[config.mk]
export PLATFORM = sky130hd
export DESIGN_NAME = csr_counter_writer_flat
export DESIGN_NICKNAME = d
export VERILOG_FILES = /design/src/rtl/csr_counter_writer_if.sv /design/src/rtl/csr_counter_writer.sv /design/src/flat_wrapper.sv
export SDC_FILE = /design/constraint.sdc
export NUM_CORES = 1
export LEC_CHECK = 0
export BUFFER_PORTS_ARGS = -buffer_cell sky130_fd_sc_hd__buf_2
export CAP_MARGIN = 20
export CORE_ASPECT_RATIO = 2
export CORE_UTILIZATION = 45
export CTS_BUF_LIST = sky130_fd_sc_hd__clkbuf_8
export DETAILED_ROUTE_END_ITERATION = 8
export GPL_ROUTABILITY_DRIVEN = 0
export PLACE_DENSITY = 0.66
export SLEW_MARGIN = 20
export SYNTH_ARGS = -nofsm -noshare
export SYNTH_HDL_FRONTEND = slang
export SYNTH_SLANG_ARGS = --single-unit
[constraint.sdc]
create_clock -name i_aclk -period 23.7 [get_ports i_aclk]
set_input_delay 0 -clock i_aclk [delete_from_list [all_inputs] [get_ports i_aclk]]
set_output_delay 0 -clock i_aclk [all_outputs]
set_load 0.05 [all_outputs]
[src/rtl/csr_counter_writer_if.sv]
`default_nettype none
// ============================================================================
//  Module      : csr_counter_writer_if
//  Description : CSR write request channel (valid/ready, target select, data)
//                between the SYSTEM execute unit and the counter writer.
//  Revision    : 1.0 - initial release
// ============================================================================
interface csr_counter_writer_if #(
    parameter int DATA_SIZE = 32
);
    logic                 wr_valid;
    logic                 wr_ready;
    logic [2:0]           wr_sel;
    logic [DATA_SIZE-1:0] wr_data;

    modport master (
        output wr_valid,
        output wr_sel,
        output wr_data,
        input  wr_ready
    );

    modport slave (
        input  wr_valid,
        input  wr_sel,
        input  wr_data,
        output wr_ready
    );
endinterface
`default_nettype wire

[src/rtl/csr_counter_writer.sv]
`default_nettype none
// ============================================================================
//  Module      : csr_counter_writer
//  Description : Owns the 64-bit cycle/time/instret/timecmp registers, accepts
//                32-bit CSR writes (high half staged in a shadow register and
//                committed atomically with the low half) and raises a
//                registered timer interrupt when time >= timecmp.
//  Revision    : 1.0 - initial release
// ============================================================================
module csr_counter_writer #(
    parameter int TIME_CNT_PER = 1024,
    parameter int DATA_SIZE    = 32
) (
    input  logic                   i_aclk,
    input  logic                   i_areset,
    csr_counter_writer_if.slave    wr,
    input  logic                   i_retire,
    output logic [2*DATA_SIZE-1:0] o_cycle,
    output logic [2*DATA_SIZE-1:0] o_time,
    output logic [2*DATA_SIZE-1:0] o_instret,
    output logic [2*DATA_SIZE-1:0] o_timecmp,
    output logic                   o_hi_pending,
    output logic                   o_timer_irq
);

    localparam int                 c_CNT_W   = 2 * DATA_SIZE;
    localparam int                 c_SUB_W   = $clog2(TIME_CNT_PER);
    localparam logic [c_SUB_W-1:0] c_SUB_MAX = c_SUB_W'(TIME_CNT_PER - 1);

    localparam logic [0:0] c_ST_IDLE    = 1'b0;
    localparam logic [0:0] c_ST_HI_PEND = 1'b1;

    // Register index: wr_sel[2:1]
    localparam int c_IDX_CYCLE   = 0;
    localparam int c_IDX_TIME    = 1;
    localparam int c_IDX_INSTRET = 2;
    localparam int c_IDX_TIMECMP = 3;

    logic [0:0]           r_state;
    logic [0:0]           w_state_nxt;
    logic [1:0]           r_target;
    logic [1:0]           w_target_nxt;
    logic [DATA_SIZE-1:0] r_shadow;
    logic [DATA_SIZE-1:0] w_shadow_nxt;

    logic                 r_ready;
    logic                 r_irq;
    logic [c_CNT_W-1:0]   r_cycle;
    logic [c_CNT_W-1:0]   r_time;
    logic [c_CNT_W-1:0]   r_instret;
    logic [c_CNT_W-1:0]   r_timecmp;
    logic [c_SUB_W-1:0]   r_subtime;

    logic                 w_accept;
    logic                 w_hi_wr;
    logic [1:0]           w_wr_tgt;
    logic [3:0]           w_load_full;
    logic [3:0]           w_load_low;
    logic                 w_tick;

    assign w_accept    = wr.wr_valid && r_ready;
    assign w_hi_wr     = wr.wr_sel[0];
    assign w_wr_tgt    = wr.wr_sel[2:1];
    assign w_tick      = (r_subtime == c_SUB_MAX);
    assign wr.wr_ready = r_ready;

    // Written value wins over the increment; a low-only write keeps the old
    // upper half and drops whatever carry the increment would have produced.
    function automatic logic [c_CNT_W-1:0] f_next(
        input logic [c_CNT_W-1:0]   cur,
        input logic                 load_full,
        input logic                 load_low,
        input logic                 inc,
        input logic [DATA_SIZE-1:0] hi,
        input logic [DATA_SIZE-1:0] lo
    );
        if (load_full)
            return {hi, lo};
        else if (load_low)
            return {cur[c_CNT_W-1:DATA_SIZE], lo};
        else if (inc)
            return cur + c_CNT_W'(1);
        else
            return cur;
    endfunction

    // Write FSM state register: pending-high flag, its target and shadow data
    always_ff @(posedge i_aclk or posedge i_areset) begin
        if (i_areset) begin
            r_state  <= c_ST_IDLE;
            r_target <= 2'd0;
            r_shadow <= '0;
        end else begin
            r_state  <= w_state_nxt;
            r_target <= w_target_nxt;
            r_shadow <= w_shadow_nxt;
        end
    end

    // Write FSM next state: high writes (re)arm the shadow, low writes close it
    always_comb begin
        w_state_nxt  = r_state;
        w_target_nxt = r_target;
        w_shadow_nxt = r_shadow;
        if (w_accept) begin
            if (w_hi_wr) begin
                w_state_nxt  = c_ST_HI_PEND;
                w_target_nxt = w_wr_tgt;
                w_shadow_nxt = wr.wr_data;
            end else begin
                w_state_nxt  = c_ST_IDLE;
            end
        end
    end

    // Write FSM outputs: decode a low write into a full commit or low-only load
    always_comb begin
        w_load_full  = 4'b0000;
        w_load_low   = 4'b0000;
        o_hi_pending = (r_state == c_ST_HI_PEND);
        if (w_accept && !w_hi_wr) begin
            if ((r_state == c_ST_HI_PEND) && (r_target == w_wr_tgt))
                w_load_full[w_wr_tgt] = 1'b1;
            else
                w_load_low[w_wr_tgt]  = 1'b1;
        end
    end

    // Ready: rises on the first edge after reset, drops one cycle after a low write
    always_ff @(posedge i_aclk or posedge i_areset) begin
        if (i_areset)
            r_ready <= 1'b0;
        else
            r_ready <= !(w_accept && !w_hi_wr);
    end

    // Architectural counters and compare register
    always_ff @(posedge i_aclk or posedge i_areset) begin
        if (i_areset) begin
            r_cycle   <= '0;
            r_time    <= '0;
            r_instret <= '0;
            r_timecmp <= '1;
        end else begin
            r_cycle   <= f_next(r_cycle, w_load_full[c_IDX_CYCLE],
                                w_load_low[c_IDX_CYCLE], 1'b1, r_shadow, wr.wr_data);
            r_time    <= f_next(r_time, w_load_full[c_IDX_TIME],
                                w_load_low[c_IDX_TIME], w_tick, r_shadow, wr.wr_data);
            r_instret <= f_next(r_instret, w_load_full[c_IDX_INSTRET],
                                w_load_low[c_IDX_INSTRET], i_retire, r_shadow, wr.wr_data);
            r_timecmp <= f_next(r_timecmp, w_load_full[c_IDX_TIMECMP],
                                w_load_low[c_IDX_TIMECMP], 1'b0, r_shadow, wr.wr_data);
        end
    end

    // Sub-tick prescaler; a TIME write restarts it so the next tick is a full period away
    always_ff @(posedge i_aclk or posedge i_areset) begin
        if (i_areset)
            r_subtime <= '0;
        else if (w_load_full[c_IDX_TIME] || w_load_low[c_IDX_TIME])
            r_subtime <= '0;
        else
            r_subtime <= r_subtime + c_SUB_W'(1);
    end

    // Timer interrupt, registered compare of the current register values
    always_ff @(posedge i_aclk or posedge i_areset) begin
        if (i_areset)
            r_irq <= 1'b0;
        else
            r_irq <= (r_time >= r_timecmp);
    end

    assign o_cycle     = r_cycle;
    assign o_time      = r_time;
    assign o_instret   = r_instret;
    assign o_timecmp   = r_timecmp;
    assign o_timer_irq = r_irq;

endmodule
`default_nettype wire

[src/flat_wrapper.sv]
// flat-port wrapper written by rule: the top's interface ports become plain ports
module csr_counter_writer_flat 
#(
    parameter int TIME_CNT_PER = 1024,
    parameter int DATA_SIZE    = 32
)
  (i_aclk, i_areset, i_retire, o_cycle, o_time, o_instret, o_timecmp, o_hi_pending, o_timer_irq, wr_wr_valid, wr_wr_sel, wr_wr_data, wr_wr_ready);
  csr_counter_writer_if #(.DATA_SIZE(DATA_SIZE)) wr_i ();
  input  logic i_aclk;
  input  logic i_areset;
  input  logic i_retire;
  output logic [2*DATA_SIZE-1:0] o_cycle;
  output logic [2*DATA_SIZE-1:0] o_time;
  output logic [2*DATA_SIZE-1:0] o_instret;
  output logic [2*DATA_SIZE-1:0] o_timecmp;
  output logic o_hi_pending;
  output logic o_timer_irq;
  input wire logic [$bits(wr_i.wr_valid)-1:0] wr_wr_valid;
  input wire logic [$bits(wr_i.wr_sel)-1:0] wr_wr_sel;
  input wire logic [$bits(wr_i.wr_data)-1:0] wr_wr_data;
  output wire logic [$bits(wr_i.wr_ready)-1:0] wr_wr_ready;
  assign wr_i.wr_valid = wr_wr_valid;
  assign wr_i.wr_sel = wr_wr_sel;
  assign wr_i.wr_data = wr_wr_data;
  assign wr_wr_ready = wr_i.wr_ready;
  csr_counter_writer #(.TIME_CNT_PER(TIME_CNT_PER), .DATA_SIZE(DATA_SIZE)) u_core (.i_aclk(i_aclk), .i_areset(i_areset), .wr(wr_i), .i_retire(i_retire), .o_cycle(o_cycle), .o_time(o_time), .o_instret(o_instret), .o_timecmp(o_timecmp), .o_hi_pending(o_hi_pending), .o_timer_irq(o_timer_irq));
endmodule
==> reports/results.txt <==
antenna violations before repair - 1
via count normalized by instance count - 6.031
total standard cell area after synthesis - 17370 µm²
CTS tree - yes
# setup viols final - 0
worst-path maximum fanout - 81
distinct cell type count after synthesis - 82
fraction of registers with async set or reset after synthesis - 100.0%
number of vias in the routed layout - 16591
clock root buffer - sky130_fd_sc_hd__clkbuf_8
proportion of synthesized chip area in sequential cells - 44.11%
worst setup path class - reg2reg
Hold WS - 0.1535 ns
met2 Use GR - 57.80%
overall routing resource usage - 33.45%
die span in y - 279.8 µm
area of the core - 38040 µm²
initial core utilization - 45.66%
syn_nets - 1987
commonest cells in the netlist - sky130_fd_sc_hd__nand2_1, sky130_fd_sc_hd__dfrtp_1, sky130_fd_sc_hd__o21ai_0
Cell Pwr Density - 104.4 nW/µm²
least setup slack across all paths after layout - 20.60 ns
mean routed wirelength per cell - 23.84 µm
flop-to-flop setup slack - 20.60 ns
Worst EP arrival - 3.58 ns
RSZ-0062 raised after global routing - no
first-pass GRT wire length - 98580 µm
total non-filler cell area in the finished layout - 20670 µm²
post-detailed-route count of antenna-violating nets - 0
GRT met3 Usage - 6.462%
average cell area after synthesis - 9.239 µm²
share of Yosys cell area claimed by the top area cell type - 34.43%
number of I/O port buffers - 297
iteration-0 DRC count of the detailed router - 1374
number of buffers created by CTS - 45
core occupancy in the finished layout - 54.35%
portion of the clock cycle consumed by the worst path in the final layout - 13.09%
post-CTS setup repair buffer count - 0
Num Clock Sinks - 303
CTS hold repair buffers - 39
grt peak-use layer - met2
remaining routing DRC violations - 0
worst-case clock buffer depth - 3
Static Leak - 9.009 nW
Boundary Pins - 298
clock transition time at the flip-flop clock pins of the worst setup and hold paths - 0.06 ns
wire length reported by the detailed router - 65590 µm
routing usage on met1 - 35.62%
Row Count - 101
worst IR drop on VDD - 0.07429 mV
Crit path required time - 24.18 ns
via count of the first global-routing pass - 16373
DRT Pass-1 Iters - 6
number of cell instances on the worst register-to-register path - 5
Setup TNS Final - 0 ns
number of enable flip-flop cells after synthesis - 0
Remaining Overflow, GRT - 0
leading area contributor after synthesis - sky130_fd_sc_hd__dfrtp_1
clock tree skew after final layout - 0.01976 ns
ys flop type - sky130_fd_sc_hd__dfrtp_1
worst slew slack as a fraction of its limit - 21.56%
class of the worst hold path - in2async
max capacitance violation total - 0
Max Transition Viols Final - 0
CTS resizes - 0
FMAX - 322.4 MHz
H-tree lvl count - 2
number of hold-slack violations in the final timing report - 0
fraction of final layout cells with drive strength greater than 1 - 25.02%
register bit count reported by yosys - 303
post-DP HPWL - 47760 µm
count leader, synth - sky130_fd_sc_hd__nand2_1
standard cell area after detailed placement - 19370 µm²
cell types with the largest area share after synthesis - sky130_fd_sc_hd__dfrtp_1, sky130_fd_sc_hd__dfstp_2, sky130_fd_sc_hd__nand2_1
number of warning messages in the yosys log - 0
nature of the critical path endpoint - flip-flop
startpoint kind of the worst setup timing path - flip-flop
die footprint - 39440 µm²
synthesis-to-finish area growth - 19.02%
largest net degree at the start of global routing - 180
Min Clock Period, post-route - 3.101 ns
actual slew at the worst max-slew pin - 1.167 ns
insertion delay of the later-clocked pin in the worst-skew pair - 0.61 ns
Die Span X - 140.9 µm
synthesized instance count - 1880
pre-CTS setup slack - 20.64 ns
status - complete, no violations
number of nets at the end of the flow - 2308
-- cell type report --
| type | instances | area [µm²] |
|---|---|---|
| Fill cell | 3499 | 17370 |
| Clock buffer | 57 | 784.5 |
| Tap cell | 515 | 644.4 |
| Clock inverter | 23 | 95.09 |
| Timing Repair Buffer | 352 | 2042 |
| Sequential cell | 303 | 7662 |
| Multi-Input combinational cell | 1409 | 9094 |
| Antenna cell | 2 | 5.005 |
| Inverter | 90 | 345.3 |
-- per-layer routing --
metal  up-vias  share of wire (%)  routed length, µm
met5         -                  0                  0
met1      8043                 34              22600
li1       7467                  -                  -
met4         0                8.8               5800
met2       799                 50              32610
met3       282                7.0               4588
-- registers in the layout, summed over array words and instances (netlist names) --
register	count
u_core.o_time	64
u_core.r_target	2
u_core.o_timer_irq	1
u_core.o_hi_pending	1
u_core.wr.wr_ready	1
u_core.o_cycle	64
u_core.o_timecmp	64
u_core.o_instret	64
u_core.r_shadow	32
u_core.r_subtime	10
-- kinds of logic (layout without fill, tap and decap cells) --
| logic type | after synthesis | count (layout) | share of synthesized area [%] |
|---|---|---|---|
| AND/OR/NAND/NOR | 777 | 777 | 22.80 |
| other | 0 | 2 | 0 |
| adder cells (fa/ha/maj) | 68 | 68 | 4.898 |
| XOR/XNOR | 108 | 108 | 5.446 |
| multiplexers | 84 | 84 | 5.323 |
| flip-flops | 303 | 303 | 44.11 |
| buffers and inverters | 168 | 522 | 3.681 |
| AO/OA/AOI/OAI | 372 | 372 | 13.74 |
-- layout by cell type (no fill, tap or decap), types with 47 or more instances in the layout --
| cell type | netlist | routed |
|---|---|---|
| sky130_fd_sc_hd__and3_1 | 47 | 47 |
| sky130_fd_sc_hd__a21oi_1 | 69 | 69 |
| sky130_fd_sc_hd__nand3_1 | 89 | 89 |
| sky130_fd_sc_hd__nand4_1 | 63 | 63 |
| sky130_fd_sc_hd__xor2_1 | 67 | 67 |
| sky130_fd_sc_hd__nor2_1 | 100 | 97 |
| sky130_fd_sc_hd__dfstp_2 | 64 | 64 |
| sky130_fd_sc_hd__buf_2 | 6 | 297 |
| sky130_fd_sc_hd__nand2_1 | 296 | 296 |
| sky130_fd_sc_hd__o21ai_0 | 150 | 150 |
| sky130_fd_sc_hd__ha_1 | 68 | 68 |
| sky130_fd_sc_hd__dfrtp_1 | 239 | 239 |
| sky130_fd_sc_hd__mux2_2 | 66 | 66 |
| sky130_fd_sc_hd__inv_1 | 90 | 107 |
| sky130_fd_sc_hd__clkbuf_8 | 0 | 57 |
-- per-stage QoR --
stage,power (W),cells
detailed placement,0.001720,2629
CTS,0.002158,2748
global route,0.002252,2750
floorplan,0.001442,1880
global placement,0.001704,2628
finish,0.002158,2751
-- path summary, 6_finish.rpt --
path                                startpoint              endpoint
max reg2reg                 u_core.wr.wr_ready    u_core.o_cycle[34]
min                                   i_areset     u_core.o_time[42]
max in group asynchronous             i_areset  u_core.o_instret[42]
max                         u_core.wr.wr_ready    u_core.o_cycle[34]
min in group i_aclk               wr_wr_sel[2]    u_core.r_target[1]
min reg2reg                u_core.r_subtime[0]   u_core.r_subtime[0]
-- critical path: stages, from the launching register on --
cell	delay [ns]
sky130_fd_sc_hd__dfrtp_1	0.41
sky130_fd_sc_hd__and4bb_2	0.34
sky130_fd_sc_hd__and2_2	0.16
sky130_fd_sc_hd__buf_4	0.60
sky130_fd_sc_hd__nand2_1	0.87
sky130_fd_sc_hd__o221a_2	0.58
-- power breakdown --
| part | internal [W] | switching, W |
|---|---|---|
| Clock | 0.000215 | 0.000218 |
| Combinational | 0.000237 | 0.000631 |
| Sequential | 0.000659 | 0.000199 |
| Total | 0.00111 | 0.00105 |
Power figures use the tool's default switching activity.
